## config.mk

```make
export PLATFORM = sky130hd
export DESIGN_NAME = user_power_sequencer
export DESIGN_NICKNAME = d
export VERILOG_FILES = /design/src/rtl/user_power_pkg.sv /design/src/rtl/pg_sync_debounce.sv /design/src/rtl/user_power_sequencer.sv
export SDC_FILE = /design/constraint.sdc
export NUM_CORES = 1
export LEC_CHECK = 0
export ABC_AREA = 0
export CORE_MARGIN = 2
export CORE_UTILIZATION = 28
export DETAILED_ROUTE_END_ITERATION = 7
export GPL_ROUTABILITY_DRIVEN = 0
export PLACE_DENSITY_LB_ADDON = 0.15
export SLEW_MARGIN = 10
export SYNTH_ARGS = -nofsm -noshare
export SYNTH_HDL_FRONTEND = slang
export SYNTH_SLANG_ARGS = --single-unit
```

## constraint.sdc

```tcl
create_clock -name wb_clk_i -period 3.25 [get_ports wb_clk_i]
set_clock_uncertainty 0.15 [all_clocks]
set_input_delay 0.65 -clock wb_clk_i [delete_from_list [all_inputs] [get_ports wb_clk_i]]
set_output_delay 0.65 -clock wb_clk_i [all_outputs]
set_load 0.02 [all_outputs]
```

## src/rtl/user_power_pkg.sv

```systemverilog
// rtl/user_power_pkg.sv - shared state type, step order and width helpers for the user power sequencer
package user_power_pkg;

    typedef enum logic [3:0] {
        ST_OFF,
        ST_UP_CLK,
        ST_UP_WB,
        ST_UP_LA,
        ST_UP_IRQ,
        ST_ON,
        ST_DN_IRQ,
        ST_DN_LA,
        ST_DN_WB,
        ST_DN_CLK
    } seq_state_e;

    // Enable bit positions, numbered in power-up order (power-down walks them backwards)
    localparam logic [1:0] EN_CLK = 2'd0;
    localparam logic [1:0] EN_WB  = 2'd1;
    localparam logic [1:0] EN_LA  = 2'd2;
    localparam logic [1:0] EN_IRQ = 2'd3;
    localparam int         N_EN   = 4;

    localparam int DEF_DEBOUNCE_CYCLES = 16;
    localparam int DEF_STEP_CYCLES     = 4;

    function automatic int cnt_width(input int n);
        return (n > 1) ? $clog2(n) : 1;
    endfunction

    function automatic logic [1:0] en_bit(input seq_state_e s);
        case (s)
            ST_UP_WB,  ST_DN_WB:  return EN_WB;
            ST_UP_LA,  ST_DN_LA:  return EN_LA;
            ST_UP_IRQ, ST_DN_IRQ: return EN_IRQ;
            default:              return EN_CLK;
        endcase
    endfunction

    function automatic seq_state_e up_next(input seq_state_e s);
        case (s)
            ST_UP_CLK: return ST_UP_WB;
            ST_UP_WB:  return ST_UP_LA;
            ST_UP_LA:  return ST_UP_IRQ;
            default:   return ST_ON;
        endcase
    endfunction

    function automatic seq_state_e dn_next(input seq_state_e s);
        case (s)
            ST_DN_IRQ: return ST_DN_LA;
            ST_DN_LA:  return ST_DN_WB;
            ST_DN_WB:  return ST_DN_CLK;
            default:   return ST_OFF;
        endcase
    endfunction

    // An aborted power-up enters the DN step matching the highest enable already raised
    function automatic seq_state_e up_to_dn(input seq_state_e s);
        case (s)
            ST_UP_CLK: return ST_DN_CLK;
            ST_UP_WB:  return ST_DN_WB;
            ST_UP_LA:  return ST_DN_LA;
            default:   return ST_DN_IRQ;
        endcase
    endfunction

endpackage

```

## src/rtl/pg_sync_debounce.sv

```systemverilog
// rtl/pg_sync_debounce.sv - 2-flop synchronizer and debounce counter for one tie-high input
module pg_sync_debounce
    import user_power_pkg::*;
#(
    parameter int DEBOUNCE_CYCLES = DEF_DEBOUNCE_CYCLES
) (
    input  logic i_clk,
    input  logic i_rst,
    input  logic i_async,
    output logic o_sync,
    output logic o_pg
);

    localparam int            CW       = cnt_width(DEBOUNCE_CYCLES);
    localparam logic [CW-1:0] CNT_LAST = CW'(DEBOUNCE_CYCLES - 1);

    logic          r_s1;
    logic          r_s2;
    logic          r_pg;
    logic [CW-1:0] r_cnt;

    always_ff @(posedge i_clk) begin
        if (i_rst) begin
            r_s1  <= 1'b0;
            r_s2  <= 1'b0;
            r_pg  <= 1'b0;
            r_cnt <= '0;
        end else begin
            r_s1 <= i_async;
            r_s2 <= r_s1;
            if (!r_s2) begin
                r_cnt <= '0;
                r_pg  <= 1'b0;
            end else if (r_cnt == CNT_LAST) begin
                r_pg <= 1'b1;
            end else begin
                r_cnt <= r_cnt + 1'b1;
            end
        end
    end

    assign o_sync = r_s2;
    assign o_pg   = r_pg;

endmodule

```

## src/rtl/user_power_sequencer.sv

```systemverilog
// rtl/user_power_sequencer.sv - debounces user-domain tie-highs and sequences user-interface enables
module user_power_sequencer
    import user_power_pkg::*;
#(
    parameter int DEBOUNCE_CYCLES = DEF_DEBOUNCE_CYCLES,
    parameter int STEP_CYCLES     = DEF_STEP_CYCLES,
    parameter int CNT_W           = 8
) (
    input  logic             wb_clk_i,
    input  logic             wb_rst_i,
    input  logic             mprj_vdd_logic1,
    input  logic             mprj2_vdd_logic1,
    input  logic             seq_enable,
    input  logic             loss_cnt_clr,
    output logic             user1_powergood,
    output logic             user2_powergood,
    output logic             user_clock_en,
    output logic             wb_en,
    output logic             la_en,
    output logic             irq_en,
    output logic             seq_busy,
    output logic [CNT_W-1:0] loss_cnt
);

    localparam int                STEP_W    = cnt_width(STEP_CYCLES);
    localparam logic [STEP_W-1:0] STEP_LAST = STEP_W'(STEP_CYCLES - 1);

    logic              w_u1_sync;
    logic              w_u1_pg;
    logic              w_unused_u2_sync;
    logic              w_u2_pg;
    seq_state_e        r_state;
    seq_state_e        w_next_state;
    logic [N_EN-1:0]   r_en;
    logic [N_EN-1:0]   w_next_en;
    logic [STEP_W-1:0] r_step;
    logic [CNT_W-1:0]  r_loss_cnt;
    logic              w_step_done;
    logic              w_busy;
    logic              w_power_lost;
    logic              w_loss_event;

    pg_sync_debounce #(.DEBOUNCE_CYCLES(DEBOUNCE_CYCLES)) u_pg_user1 (
        .i_clk   (wb_clk_i),
        .i_rst   (wb_rst_i),
        .i_async (mprj_vdd_logic1),
        .o_sync  (w_u1_sync),
        .o_pg    (w_u1_pg)
    );

    pg_sync_debounce #(.DEBOUNCE_CYCLES(DEBOUNCE_CYCLES)) u_pg_user2 (
        .i_clk   (wb_clk_i),
        .i_rst   (wb_rst_i),
        .i_async (mprj2_vdd_logic1),
        .o_sync  (w_unused_u2_sync),
        .o_pg    (w_u2_pg)
    );

    assign w_busy       = (r_state != ST_OFF) && (r_state != ST_ON);
    assign w_step_done  = (r_step == STEP_LAST);
    // Acts on the same edge at which the user1 flag drops, so both clear together
    assign w_power_lost = (r_state != ST_OFF) && !w_u1_sync;
    assign w_loss_event = w_power_lost && (|r_en);

    always_comb begin
        w_next_state = r_state;
        w_next_en    = r_en;
        if (w_power_lost) begin
            w_next_state = ST_OFF;
            w_next_en    = '0;
        end else begin
            case (r_state)
                ST_OFF: begin
                    if (w_u1_pg && w_u1_sync && seq_enable) begin
                        w_next_state      = ST_UP_CLK;
                        w_next_en[EN_CLK] = 1'b1;
                    end
                end
                ST_UP_CLK, ST_UP_WB, ST_UP_LA, ST_UP_IRQ: begin
                    if (!seq_enable) begin
                        w_next_state               = up_to_dn(r_state);
                        w_next_en[en_bit(r_state)] = 1'b0;
                    end else if (w_step_done) begin
                        w_next_state = up_next(r_state);
                        if (w_next_state != ST_ON) begin
                            w_next_en[en_bit(w_next_state)] = 1'b1;
                        end
                    end
                end
                ST_ON: begin
                    if (!seq_enable) begin
                        w_next_state      = ST_DN_IRQ;
                        w_next_en[EN_IRQ] = 1'b0;
                    end
                end
                default: begin
                    if (w_step_done) begin
                        w_next_state = dn_next(r_state);
                        if (w_next_state != ST_OFF) begin
                            w_next_en[en_bit(w_next_state)] = 1'b0;
                        end
                    end
                end
            endcase
        end
    end

    always_ff @(posedge wb_clk_i) begin
        if (wb_rst_i) begin
            r_state <= ST_OFF;
            r_en    <= '0;
        end else begin
            r_state <= w_next_state;
            r_en    <= w_next_en;
        end
    end

    always_ff @(posedge wb_clk_i) begin
        if (wb_rst_i) begin
            r_step <= '0;
        end else if ((w_next_state != r_state) || !w_busy) begin
            r_step <= '0;
        end else if (!w_step_done) begin
            r_step <= r_step + 1'b1;
        end
    end

    always_ff @(posedge wb_clk_i) begin
        if (wb_rst_i) begin
            r_loss_cnt <= '0;
        end else if (w_loss_event) begin
            if (loss_cnt_clr) begin
                r_loss_cnt <= CNT_W'(1);
            end else if (r_loss_cnt != '1) begin
                r_loss_cnt <= r_loss_cnt + 1'b1;
            end
        end else if (loss_cnt_clr) begin
            r_loss_cnt <= '0;
        end
    end

    assign user1_powergood = w_u1_pg;
    assign user2_powergood = w_u2_pg;
    assign user_clock_en   = r_en[EN_CLK];
    assign wb_en           = r_en[EN_WB];
    assign la_en           = r_en[EN_LA];
    assign irq_en          = r_en[EN_IRQ];
    assign seq_busy        = w_busy;
    assign loss_cnt        = r_loss_cnt;

endmodule

```

# After elaboration in Yosys (flattened, before gate mapping)
# Cells that the tools add are included.
# op_classes
reduce_logical,43
muxes,52
eq_ne,32
addsub,4
order_cmp,6
n_bitwise,10
# op_table
operator,count
$mux 4,18
$eq 4x3->1 const B,10
$pmux 4 s3,3
$mux 8,4
$reduce_or 2->1,14
$eq 4x2->1 const B,6
$mux 2,12
$eq 4x4->1 const B,5
$pmux 2 s3,3
$reduce_and 6->1,2
$reduce_bool 3->1,4
$lt 2x3->1 const B,3
$pmux 3 s3,1
$add 4x1->4 const B,2
$add 8x1->8 const B,1
$and 4x4->4,2
$logic_and 1x1->1,8
$ne 4x3->1 const B,2
$ne 8x8->1 const B,1
$not 4->4,2
$reduce_bool 2->1,4
$reduce_bool 4->1,2
$reduce_or 4->1,2
$demux 1 s2,3
19 further kinds,33
# word_totals
word_cells,161
in_bits,6
reg_bits,32

# Longest topological paths before layout
# depth
ltp_word,23
ltp_mapped,7

# Modules after synthesis
# Synthesis repeated with hierarchy kept, for this count alone.
# unflattened
hier_cells,225
hier_area_um2,1899.3
# modules_own_cells
mod,instances,area_each_um2,cells_each,seq_area_each_um2
user_power_sequencer,1,1328.8,171,360.3
pg_sync_debounce,2,285.3,27,140.1

# Worst setup path before layout
# OpenSTA, ideal clock, no wires.
# synth_path
kind,reg-to-output
start,register r_state[2]
end,output port seq_busy
slack_ns,1.167
t_arrival_ns,1.283
n_path_buf,3
path_stages_with_launch,5
cell_sequence,dfxtp_1 -> buf_2 -> buf_2 -> buf_1 -> o21ai_0
# synth_via
elab_chain_cells,2
word_cells_on_any_way,3
classes_between,eq/ne (1); reduce/logical (2)
# synth_lines
item,line_no,rtl
from (decl),user_power_sequencer.sv:32,seq_state_e r_state;
from (signal assigned),user_power_sequencer.sv:113,r_state <= w_next_state;
$ne 4x3->1 or $reduce_bool 4->1 (tied branches),user_power_sequencer.sv:59,assign w_busy = (r_state != ST_OFF) && (r_state != ST_ON);
$logic_and 1x1->1 *,user_power_sequencer.sv:59,
to (decl),user_power_sequencer.sv:21,"output logic seq_busy,"
# Every way passes the cells marked *; elsewhere a longest branch is shown, timed or not.

# Final worst setup path
# layout_path
start,input port seq_enable
end,register r_step[1]
# layout_via
elab_chain_cells,7
word_cells_on_any_way,9
classes_between,eq/ne (1); mux (5); reduce/logical (3)
# layout_lines
item,line_no,rtl
from (decl),user_power_sequencer.sv:13,"input logic seq_enable,"
$logic_and 1x1->1,user_power_sequencer.sv:74,if (w_u1_pg && w_u1_sync && seq_enable) begin
$mux 4,user_power_sequencer.sv:74,
$pmux 4 s3 *,user_power_sequencer.sv:72,case (r_state)
$mux 4 *,user_power_sequencer.sv:68,if (w_power_lost) begin
$ne 4x4->1 *,user_power_sequencer.sv:121,end else if ((w_next_state != r_state) || !w_busy) begin
$logic_or 1x1->1 *,user_power_sequencer.sv:121,
$reduce_or 2->1 (no line) *,n/a,
to (signal assigned),user_power_sequencer.sv:124,r_step <= r_step + 1'b1;
to (decl),user_power_sequencer.sv:36,logic [STEP_W-1:0] r_step;
# Marks and branches as above.
# A chain may end at the register's enable or synchronous reset.

==> out/results.txt <==
minimum clock period -> 2535 ps
startpoint types -> input pin
cells along the critical path -> clkdlybuf4s50_1, nor2_1, nor3_1, o31a_1, a211o_1, a211oi_1
Worst-Margin Slew -> 691.8 ps
Setup WS pre-CTS -> 454.2 ps
CTS Buffer Depth -> 2
crit path DAT -> 2580 ps
hold-fix buffers at CTS -> 0
Ys Warns -> 0
mux share of post-synthesis cell area -> 2.195%
placed inst area -> 2083 um^2
worst hold stages -> 1
vias -> 1,662
Die X -> 84.72 um
first-pass GRT wire length -> 7231 um
synthesized area -> 1824 um^2
gr ovfl total -> 0
CP top delay family -> compound AO/OA/AOI/OAI gates
Setup TNS -> 0 ps
flip-flop and latch area -> 640.6 um^2
share of cells above drive strength 1 -> 9.544%
Synth cell types -> 51
worst vdd rail ir drop -> 0.1379 mV
starting density of the core -> 28.89%
CP max FO -> 15
CP endpoint kind -> register
period utilization -> 78.00%
NumNets Final -> 250
Max Cap Violations -> 0
CTS H-Tree Depth -> 2
Synth Area in Simple Gates -> 27.02%
largest family of logic cells by synthesized area -> simple AND/OR/NAND/NOR gates
Final Hold Violating Endpoints -> 0
most frequent cells in the layout -> dfxtp_1, nor2_1, clkdlybuf4s50_1, nand2_1
Worst slew margin -> 53.45%
setup ws final -> 715.0 ps
number of flops mapped to enable cells by yosys -> 0
core area -> 6314 um^2
CTS root buf -> clkbuf_8
initial antenna violation count -> 0
fillcell total -> 665
die height -> 84.72 um
io pins -> 21
clk slew on worst S/H paths -> 70 ps
post-CTS sizing -> 0
Final Cell Area -> 2171 um^2
Worst Hold End -> u_pg_user2.o_sync$_SDFF_PP0_
#FFs+latches synth -> 32
Layout Area Growth over Synthesis -> 19.00%
Post-Synth XOR/XNOR Area -> 3.841%
Final Slew Violations -> 0
M1 wire length -> 2130 um
worst r2r src -> r_state[0]$_SDFF_PP0_
status -> finished clean
Static Leak -> 0.7498 nW
CP bufs+invs -> 1
Die ar. -> 7177 um^2
Mapped Avg Cell Area -> 8.180 um^2
initial DRC count -> 125
Compound-Gate Fraction of Synth Area -> 23.53%
# clock sinks -> 32
filler-free cell count of the finished design -> 318
Post-CTS Setup Bufs -> 0
TritonCTS clock tree -> built
Power Dens Cells -> 336.5 nW/um^2
worst reg2reg path endpoint -> r_state[2]$_SDFF_PP0_
HP Class -> reg -> reg
highest routed layer -> met4
final wirelength -> 4320 um
Design Power -> 0.7305 mW
WL met3 -> 193 um
ys flop type -> dfxtp_1
WS Path Type -> in -> reg
sequential area share after synthesis -> 35.12%
Hold Startpoint -> u_pg_user2.r_s1$_SDFF_PP0_
multi-input logic area -> 1082 um^2
Post-Syn Nets -> 233
CP max stage delay -> 670 ps
Total Routing Usage GR -> 12.77%
largest net degree at the start of global routing -> 27
Req. time, crit path -> 3300 ps
met2 wire length -> 1915 um
DRC viols -> 0
clock buffer count from CTS -> 5
clk_lat worst skew -> 280 ps
placed insts -> 310
unrepaired setup endpoints after global routing -> false
slowest cell on the critical path -> clkdlybuf4s50_1
WL per Instance -> 13.58 um
row cnt -> 29
I/O Buffers -> 20
synthesized instance count -> 223
Peak Freq -> 394.5 MHz
R2R cell count -> 4
vias in the first global route -> 1,468
drt pass-1 iters -> 4
Worst R2R Setup Slack -> 1130 ps
final setup violating endpoints -> 0
Synth Area in Adders -> 2.743%
ys async rst share -> 0%
Final ANT Viol Nets -> 0
leading cell type in the layout, fill and taps excluded -> dfxtp_1
Via density -> 5.226
final HPWL from detailed placement -> 3093 um
n_diodes -> 0
[how the worst max path moves through the flow]
stage,depth (start not counted),slack [ps],startpoint,endpoint
CTS,3,740,r_state[0]$_SDFF_PP0_,seq_busy
detailed placement,6,450,seq_enable,r_step[1]$_SDFFE_PP0N_
floorplan,4,1170,r_state[2]$_SDFF_PP0_,seq_busy
finish,6,710,seq_enable,r_step[1]$_SDFFE_PP0N_
global route,6,580,seq_enable,r_step[1]$_SDFFE_PP0N_
global placement,6,500,seq_enable,r_step[1]$_SDFFE_PP0N_
[synthesized netlist by cell type, drive strengths merged (2+ instances only)]
cell type	count	area [um^2]
nand2	14	52.55
a31o	2	17.52
nand3b	2	15.01
or2	2	12.51
nand4	3	18.77
xor2	3	26.28
nor3	13	65.06
inv	9	33.78
nor4b	2	17.52
xnor2	5	43.79
o21bai	2	15.01
nor4	3	48.80
nand2b	5	31.28
nor2b	7	43.79
dfxtp	32	640.6
mux2i	4	40.04
a31oi	4	25.02
buf	11	56.30
nand3	9	45.04
o22ai	2	12.51
clkbuf	3	11.26
a221oi	2	17.52
o31ai	3	22.52
o21ai	12	60.06
nor2	23	88.84
ha	4	50.05
a211oi	8	60.06
a22oi	2	15.01
a21oi	13	65.06
and3	3	23.77
[routing by layer]
layer,vias up,track usage [%]
met4,0,5.339
met2,38,18.68
met1,770,17.40
met3,6,3.933
li1,848,-
met5,-,0
[power by group]
part / switching, mW / internal (mW) / total [mW]
Sequential: 0.00324 / 0.395 / 0.398
Clock: 0.157 / 0.149 / 0.306
Combinational: 0.0144 / 0.0123 / 0.0267
Total: 0.174 / 0.556 / 0.731
[cells by family after synthesis]
logic type                 count (synthesis)
adders and majority gates                  4
buffers and inverters                     23
xor gates and xnor gates                   8
and+or+nand+nor                           90
DFF                                       32
muxes                                      4
AOI/OAI and AO/OA                         62
[layout make-up]
| class | count | share of cell area, % |
|---|---|---|
| multi-input combinational | 168 | 49.86 |
| inverter | 9 | 1.556 |
| tap | 77 | 4.438 |
| sequential | 32 | 29.51 |
| timing repair buffer | 24 | 10.61 |
| clock inverter | 3 | 0.8646 |
| clock buffer | 5 | 3.170 |
[flip-flops by register name, summed over array words and instances (netlist names)]
| register | cells |
|---|---|
| u_pg_user2.o_sync | 1 |
| u_pg_user2.r_cnt | 4 |
| u_pg_user1.o_pg | 1 |
| r_state | 4 |
| u_pg_user2.r_s1 | 1 |
| r_en | 4 |
| loss_cnt | 8 |
| u_pg_user2.o_pg | 1 |
| u_pg_user1.r_s1 | 1 |
| u_pg_user1.r_cnt | 4 |
| r_step | 2 |
| u_pg_user1.o_sync | 1 |
[through the flow]
| step | hold WS [ps] | utilization, % |
|---|---|---|
| after global placement | 265.6 | 33.00 |
| final | 291.9 | 34.38 |
| after detailed placement | 278.9 | 33.00 |
| after CTS | 297.1 | 34.38 |
| after global routing | 317.9 | 34.38 |
| after floorplan | 263.8 | - |
No activity file was read; power rests on OpenSTA's default activity.
